<file path="config.mk">
export PLATFORM = sky130hd
export DESIGN_NAME = instruction_loader_flat
export DESIGN_NICKNAME = d
export VERILOG_FILES = /design/src/rtl/instruction_loader_if.sv /design/src/rtl/instruction_loader.sv /design/src/flat_wrapper.sv
export SDC_FILE = /design/constraint.sdc
export NUM_CORES = 1
export LEC_CHECK = 0
export ABC_AREA = 1
export CAP_MARGIN = 20
export CORE_MARGIN = 8
export CORE_UTILIZATION = 48
export DETAILED_ROUTE_END_ITERATION = 8
export PLACE_DENSITY = 0.86
export SLEW_MARGIN = 20
export SYNTH_ARGS = -nofsm -noshare
export SYNTH_HDL_FRONTEND = slang
export SYNTH_SLANG_ARGS = --single-unit
</file>
<file path="constraint.sdc">
create_clock -name clk -period 1.7 [get_ports clk]
set_input_delay 0.51 -clock clk [delete_from_list [all_inputs] [get_ports clk]]
set_output_delay 0.51 -clock clk [all_outputs]
set_load 0.02 [all_outputs]
</file>
<file path="src/rtl/instruction_loader_if.sv">
// Bus between the UART byte source, the instruction loader and the
// instruction RAM / pipeline control.
//   i_start        : one-cycle start pulse
//   i_rx_done      : one-cycle strobe, i_rx_data holds a valid byte
//   i_rx_data      : received byte
//   out_wea        : instruction RAM write enable (one-cycle pulse)
//   out_addr       : RAM byte address (multiple of 4)
//   out_data       : instruction word to write
//   out_word_count : words written in the current load
//   out_busy       : loader is collecting or writing words
//   out_cpu_hold   : pipeline reset, follows out_busy
//   out_done       : load finished
//   out_overflow   : load finished because memory filled up
// The loader side uses the slave modport; the byte source / observer side
// uses the master modport.
interface instruction_loader_if #(
    parameter int len   = 32,
    parameter int depth = 2048
);
    localparam int CW = $clog2(depth) + 1;

    logic          i_start;
    logic          i_rx_done;
    logic [7:0]    i_rx_data;
    logic          out_wea;
    logic [len-1:0] out_addr;
    logic [len-1:0] out_data;
    logic [CW-1:0] out_word_count;
    logic          out_busy;
    logic          out_cpu_hold;
    logic          out_done;
    logic          out_overflow;

    modport master (
        output i_start, i_rx_done, i_rx_data,
        input  out_wea, out_addr, out_data, out_word_count,
        input  out_busy, out_cpu_hold, out_done, out_overflow
    );

    modport slave (
        input  i_start, i_rx_done, i_rx_data,
        output out_wea, out_addr, out_data, out_word_count,
        output out_busy, out_cpu_hold, out_done, out_overflow
    );
endinterface

</file>
<file path="src/rtl/instruction_loader.sv">
// Program loader for the MIPS instruction RAM. Packs the UART byte stream
// into big-endian words (first byte is the MSB) and writes them to byte
// addresses 0, 4, 8, ... while holding the CPU pipeline in reset. Loading
// stops after the HALT word has been written or after the last RAM word.
// Ports:
//   clk   : single clock
//   reset : synchronous, active-high reset
//   bus   : instruction_loader_if.slave (start/byte inputs, RAM write and
//           status outputs, all outputs registered)
module instruction_loader #(
    parameter int             len   = 32,
    parameter int             depth = 2048,
    parameter logic [len-1:0] HALT  = 32'hFFFFFFFF
) (
    input  logic                  clk,
    input  logic                  reset,
    instruction_loader_if.slave   bus
);
    localparam int             CW        = $clog2(depth) + 1;
    // Only the three most recent bytes are kept; the fourth byte is taken
    // straight from the input when the word completes.
    localparam int             SW        = len - 8;
    localparam logic [CW-1:0]  LAST_IDX  = CW'(depth - 1);
    localparam logic [CW-1:0]  CNT_ONE   = CW'(1);
    localparam logic [len-1:0] ADDR_STEP = len'(4);

    typedef enum logic [1:0] {
        IDLE  = 2'd0,
        LOAD  = 2'd1,
        WRITE = 2'd2,
        DONE  = 2'd3
    } state_t;

    state_t         state_r, state_nxt_s;
    logic [SW-1:0]  word_r, word_nxt_s;
    logic [1:0]     byte_cnt_r, byte_cnt_nxt_s;
    logic [len-1:0] addr_r, addr_nxt_s;
    logic [len-1:0] data_r, data_nxt_s;
    logic [CW-1:0]  count_r, count_nxt_s;
    logic           overflow_r, overflow_nxt_s;
    logic           wea_r, wea_nxt_s;
    logic           busy_r, busy_nxt_s;
    logic           done_r, done_nxt_s;
    logic           is_halt_s;
    logic           is_last_s;

    assign is_halt_s = (data_r == HALT);
    assign is_last_s = (count_r == LAST_IDX);

    // State register.
    always_ff @(posedge clk) begin
        if (reset) begin
            state_r <= IDLE;
        end else begin
            state_r <= state_nxt_s;
        end
    end

    // Next-state logic.
    always_comb begin
        state_nxt_s = state_r;
        case (state_r)
            IDLE: begin
                if (bus.i_start) state_nxt_s = LOAD;
                else             state_nxt_s = IDLE;
            end
            LOAD: begin
                if (bus.i_rx_done && (byte_cnt_r == 2'd3)) state_nxt_s = WRITE;
                else                                        state_nxt_s = LOAD;
            end
            WRITE: begin
                if (is_halt_s || is_last_s) state_nxt_s = DONE;
                else                        state_nxt_s = LOAD;
            end
            DONE: begin
                if (bus.i_start) state_nxt_s = LOAD;
                else             state_nxt_s = DONE;
            end
            default: state_nxt_s = IDLE;
        endcase
    end

    // Datapath next values: byte packing, address/count advance, overflow flag.
    always_comb begin
        word_nxt_s     = word_r;
        byte_cnt_nxt_s = byte_cnt_r;
        addr_nxt_s     = addr_r;
        data_nxt_s     = data_r;
        count_nxt_s    = count_r;
        overflow_nxt_s = overflow_r;
        case (state_r)
            IDLE, DONE: begin
                if (bus.i_start) begin
                    word_nxt_s     = '0;
                    byte_cnt_nxt_s = 2'd0;
                    addr_nxt_s     = '0;
                    count_nxt_s    = '0;
                    overflow_nxt_s = 1'b0;
                end else begin
                    overflow_nxt_s = overflow_r;
                end
            end
            LOAD: begin
                if (bus.i_rx_done) begin
                    word_nxt_s = {word_r[SW-9:0], bus.i_rx_data};
                    if (byte_cnt_r == 2'd3) begin
                        data_nxt_s     = {word_r, bus.i_rx_data};
                        byte_cnt_nxt_s = 2'd0;
                    end else begin
                        byte_cnt_nxt_s = byte_cnt_r + 2'd1;
                    end
                end else begin
                    word_nxt_s = word_r;
                end
            end
            WRITE: begin
                count_nxt_s = count_r + CNT_ONE;
                if (is_halt_s) begin
                    overflow_nxt_s = 1'b0;
                end else if (is_last_s) begin
                    overflow_nxt_s = 1'b1;
                end else begin
                    addr_nxt_s = addr_r + ADDR_STEP;
                end
                // A byte arriving during the write is the first byte of the
                // next word; if the load ends here it is simply dropped
                // because a restart clears the packing registers.
                if (bus.i_rx_done) begin
                    word_nxt_s     = {word_r[SW-9:0], bus.i_rx_data};
                    byte_cnt_nxt_s = 2'd1;
                end else begin
                    byte_cnt_nxt_s = 2'd0;
                end
            end
            default: begin
                word_nxt_s = word_r;
            end
        endcase
    end

    // Output logic: status/strobe values for the coming state.
    always_comb begin
        wea_nxt_s  = 1'b0;
        busy_nxt_s = 1'b0;
        done_nxt_s = 1'b0;
        case (state_nxt_s)
            IDLE:  busy_nxt_s = 1'b0;
            LOAD:  busy_nxt_s = 1'b1;
            WRITE: begin
                wea_nxt_s  = 1'b1;
                busy_nxt_s = 1'b1;
            end
            DONE:  done_nxt_s = 1'b1;
            default: busy_nxt_s = 1'b0;
        endcase
    end

    // Datapath and output registers.
    always_ff @(posedge clk) begin
        if (reset) begin
            word_r     <= '0;
            byte_cnt_r <= 2'd0;
            addr_r     <= '0;
            data_r     <= '0;
            count_r    <= '0;
            overflow_r <= 1'b0;
            wea_r      <= 1'b0;
            busy_r     <= 1'b0;
            done_r     <= 1'b0;
        end else begin
            word_r     <= word_nxt_s;
            byte_cnt_r <= byte_cnt_nxt_s;
            addr_r     <= addr_nxt_s;
            data_r     <= data_nxt_s;
            count_r    <= count_nxt_s;
            overflow_r <= overflow_nxt_s;
            wea_r      <= wea_nxt_s;
            busy_r     <= busy_nxt_s;
            done_r     <= done_nxt_s;
        end
    end

    assign bus.out_wea        = wea_r;
    assign bus.out_addr       = addr_r;
    assign bus.out_data       = data_r;
    assign bus.out_word_count = count_r;
    assign bus.out_busy       = busy_r;
    assign bus.out_cpu_hold   = busy_r;
    assign bus.out_done       = done_r;
    assign bus.out_overflow   = overflow_r;
endmodule

</file>
<file path="src/flat_wrapper.sv">
// flat-port wrapper written by rule: the top's interface ports become plain ports
module instruction_loader_flat 
#(
    parameter int             len   = 32,
    parameter int             depth = 2048,
    parameter logic [len-1:0] HALT  = 32'hFFFFFFFF
)
  (clk, reset, bus_i_start, bus_i_rx_done, bus_i_rx_data, bus_out_wea, bus_out_addr, bus_out_data, bus_out_word_count, bus_out_busy, bus_out_cpu_hold, bus_out_done, bus_out_overflow);
  instruction_loader_if #(.len(len), .depth(depth)) bus_i ();
  input  logic clk;
  input  logic reset;
  input wire logic [$bits(bus_i.i_start)-1:0] bus_i_start;
  input wire logic [$bits(bus_i.i_rx_done)-1:0] bus_i_rx_done;
  input wire logic [$bits(bus_i.i_rx_data)-1:0] bus_i_rx_data;
  output wire logic [$bits(bus_i.out_wea)-1:0] bus_out_wea;
  output wire logic [$bits(bus_i.out_addr)-1:0] bus_out_addr;
  output wire logic [$bits(bus_i.out_data)-1:0] bus_out_data;
  output wire logic [$bits(bus_i.out_word_count)-1:0] bus_out_word_count;
  output wire logic [$bits(bus_i.out_busy)-1:0] bus_out_busy;
  output wire logic [$bits(bus_i.out_cpu_hold)-1:0] bus_out_cpu_hold;
  output wire logic [$bits(bus_i.out_done)-1:0] bus_out_done;
  output wire logic [$bits(bus_i.out_overflow)-1:0] bus_out_overflow;
  assign bus_i.i_start = bus_i_start;
  assign bus_i.i_rx_done = bus_i_rx_done;
  assign bus_i.i_rx_data = bus_i_rx_data;
  assign bus_out_wea = bus_i.out_wea;
  assign bus_out_addr = bus_i.out_addr;
  assign bus_out_data = bus_i.out_data;
  assign bus_out_word_count = bus_i.out_word_count;
  assign bus_out_busy = bus_i.out_busy;
  assign bus_out_cpu_hold = bus_i.out_cpu_hold;
  assign bus_out_done = bus_i.out_done;
  assign bus_out_overflow = bus_i.out_overflow;
  instruction_loader #(.len(len), .depth(depth), .HALT(HALT)) u_core (.clk(clk), .reset(reset), .bus(bus_i));
endmodule
</file>
==> summary by stage <==
Critical path
On the critical path the largest part of the delay comes from flip-flops. The largest single stage delay on the critical path is 0.45 ns. The start of the worst register-to-register path is u_core.state_r[1]$_SDFF_PP0_. In this run the register-to-register setup slack is 0.05 ns.

The critical path buffer and inverter count is 1. The nature of the critical path endpoint is an output pin. The critical path goes through dlygate4sd2_1. The critical path is of the flip-flop to output pin type. The startpoint kind of the worst setup timing path is a flip-flop. Data on the critical path arrives at its endpoint at around 1.2 ns. The required arrival time at the worst endpoint is between 1 and 1.5 ns. The largest fanout of any net on the critical path is 5. The endpoint of the lowest-slack register-to-register path is u_core.bus.out_addr[4]$_SDFFE_PP0P_. For the worst flop-to-flop path, the logic depth is 9. The master of the slowest instance on the critical path is dfxtp_1.

Pwr
The maximum VDD drop is around 0.48 mV. The leakage power of the design is approximately 3.2 nW. Power spread over the standard cell area amounts to around 730 nW/um2. The total power of the final layout is about 5.4 mW.

Timing
The post-route worst setup slack is between 0.02 and 0.025 ns. The hold slack is 0.4615 ns. The count of final max-slew check failures came to 0. Counting I/O delays and the setup requirement, the final critical path takes 1.677 ns. Setup violations remaining at the end of the flow were counted as 0. The final hold violation count is 0. Summed over all failing endpoints, the final setup total negative slack is 0 ns. The maximum operating frequency is 0.5964 GHz.

Setup repair after global routing could not meet its margin everywhere. For the final database, setup skew stands at around 0.017 ns. The final critical-path share of the clock period is roughly 99%.

Layout
The library cells used most frequently in the layout, excluding fill and tap cells, are nand2_1, inv_1, dfxtp_1. The final design instance area without fill is around 7400 um2. For this run, the number of standard cells in the final layout without fillers is 1105. Cells with a size suffix above 1 make up 16.06% of the layout. In the final design database the tool counted ~980 nets. Once layout is complete, the utilization of the core stands at between 60% and 70%. The layout has 886 filler cells. Leaving out fill and tap cells, the most frequent cell in the layout is nand2_1. The antenna diode instance count is 0. The area growth from synthesis to final layout is 36.34%.

Hold path
The worst hold path begins at u_core.bus.out_data[13]$_SDFFE_PP0P_. The cell depth of the worst min-delay path is 2. The path class of the tightest hold or removal check is flip-flop to flip-flop. The worst hold path terminates at u_core.bus.out_data[13]$_SDFFE_PP0P_.

Detailed routing
The average vias per placed instance is about 5.4. The antenna violation net count after detailed routing is 0. The first routing iteration left about 670 violations. The routed via count is just under 6000.

After detailed routing, the number of remaining DRC violations is 0. The number of optimization iterations in the first detailed-route pass is 9. After detailed routing, the total wire length is around 16000 um. Dividing the detail-routed wire length by the instance count gives between 10 and 15 um.

Clock network
No sink is reached through more buffers than the 2 on the longest clock path. CTS built an H-tree with a depth of 3. The clock reaches the later pin of the worst-skew pair after 0.35 ns. The number of sinks handled by clock tree synthesis is ~110. The TritonCTS buffer count is 9.

The post-cts hold buffer count is 0. The tree is rooted in a clkbuf_16. Clock-pin slew was measured on the worst setup and hold paths at roughly 0.080 ns. The CTS tree is done.

Yosys
Sequential cells were found to cover between 30% and 40% of the synthesized design area. The Yosys step of the flow raised 0 warnings. The count of cell types in the netlist is 33.

Synthesis inferred 106 register bits. After synthesis, the cell types taking the most area are dfxtp_1, nand2_1, a21oi_1. The cell taking the most area after synthesis is dfxtp_1. After synthesis the cells add up to 5416 um2. A synthesized cell averages about 6.6 um2.

Of the post-synthesis cell area, the dominant cell type holds about two fifths. Counting every instance in the synthesized netlist gives ~800.

Global routing
The initial antenna violation count came to 0. The number of global-route vias before repair is between 5000 and 6000. The remaining global-route overflow is 0. The global-route wire length before repair is roughly 26000 um.

The largest net degree at the start of global routing is 39. The all-layer global routing usage is a little over a fifth.

Floorplanning
From bottom edge to top edge, the die measures 122.2 um. The number of placement rows is 38. During I/O placement, the number of pins put on the boundary was 93.

The width of the die is around 120 um. The initial standard-cell utilization of the core is between 40% and 50%. The die covers roughly 15000 um2. The floorplan core area is ~11000 um2.

Placed design
At the end of routability-driven placement, the weighted congestion stood at 0.8836. The number of port buffers is 90. In this run the cell area measured after placement is 6875 um2. The instance count after placement with tap cells included is 1079. The pre-CTS setup slack is -0.3004 ns. Summed over all nets, the half-perimeter wirelength after detailed placement is ~10000 um.

Flow run
The number of max-cap violations is 0.

Outcome
The flow ran to the end, and the final reports show no timing, DRC or antenna violations.
logic make-up (layout without fill, tap and decap cells):
group | Yosys count | in the layout | synth area share, %
compound gates | 140 | 140 | 13.28
fa+ha+maj | 9 | 9 | 2.079
buf+inv | 152 | 291 | 11.34
flops | 106 | 106 | 39.18
other cells | 1 | 2 | 0.06923
simple gates | 416 | 417 | 34.05
registers in the layout (all words and copies together) (netlist names):
name and cells:
u_core.bus.out_wea 1, u_core.bus.out_done 1, u_core.bus.out_overflow 1, u_core.word_r 24, u_core.state_r 2, u_core.bus.out_data 32, u_core.byte_cnt_r 2, u_core.bus.out_addr 30
u_core.bus.out_busy 1, u_core.bus.out_word_count 12
metal layers:
metal  global-route usage (%)  vias up  routed length, um
li1                         -     2886                  -
met1                    24.21     2703               6399
met2                    35.87      308               7671
met3                    5.099       47               1419
met4                    9.825        0                427
met5                        0        -                  0
where the power goes:
| part | internal [mW] | switching, mW | leakage [nW] |
|---|---|---|---|
| Clock | 1.07 | 1.09 | 0.152 |
| Combinational | 0.280 | 0.392 | 2.23 |
| Sequential | 2.52 | 0.0340 | 0.861 |
| Total | 3.87 | 1.52 | 3.25 |
cell usage after synthesis, drive strengths merged:
master     n
o21bai     1
o21a       2
and3       2
a2bb2oi    1
inv      112
nor3       4
conb       1
nor4       1
buf       19
dfxtp    106
nand4     31
nand3     48
o21ai     44
nor2     113
a211oi     1
a21oi     90
nand2    217
ha         9
a31oi      1
clkbuf    21
area by class of cell:
class	count	area, um2	area share [%]
inverter	112	425.4	5.761
sequential	106	2133	28.89
tap	140	175.2	2.372
clock inverter	7	88.84	1.203
timing repair buffer	163	1479	20.03
clock buffer	9	225.2	3.050
multi-input combinational	568	2858	38.70
how the worst max path moves through the flow:
stage | startpoint | endpoint | slack, ns | cells after the start
2_1_floorplan | u_core.bus.out_word_count[0]$_SDFFE_PP0P_ | u_core.bus.out_busy$_SDFF_PP0_ | 0.03 | 10
3_3_place_gp | bus_i_start | u_core.bus.out_word_count[11]$_SDFFE_PP0P_ | -0.23 | 9
3_5_place_dp | bus_i_start | u_core.bus.out_word_count[11]$_SDFFE_PP0P_ | -0.30 | 9
4_1_cts | u_core.bus.out_word_count[0]$_SDFFE_PP0P_ | bus_out_word_count[0] | -0.006 | 2
5_1_grt | u_core.state_r[1]$_SDFF_PP0_ | u_core.bus.out_addr[6]$_SDFFE_PP0P_ | -0.08 | 9
6_report | u_core.bus.out_addr[6]$_SDFFE_PP0P_ | bus_out_addr[6] | 0.02 | 1
what timing repair did:
| item | 4_1_cts | 5_1_grt |
|---|---|---|
| setup buffers | 5 | 4 |
| pin swaps | 3 | 9 |
| gates cloned | 2 | 1 |
| endpoints found under the setup margin | 116 | 52 |
| gates resized for setup | 94 | 48 |
Power figures use the tool's default switching activity.
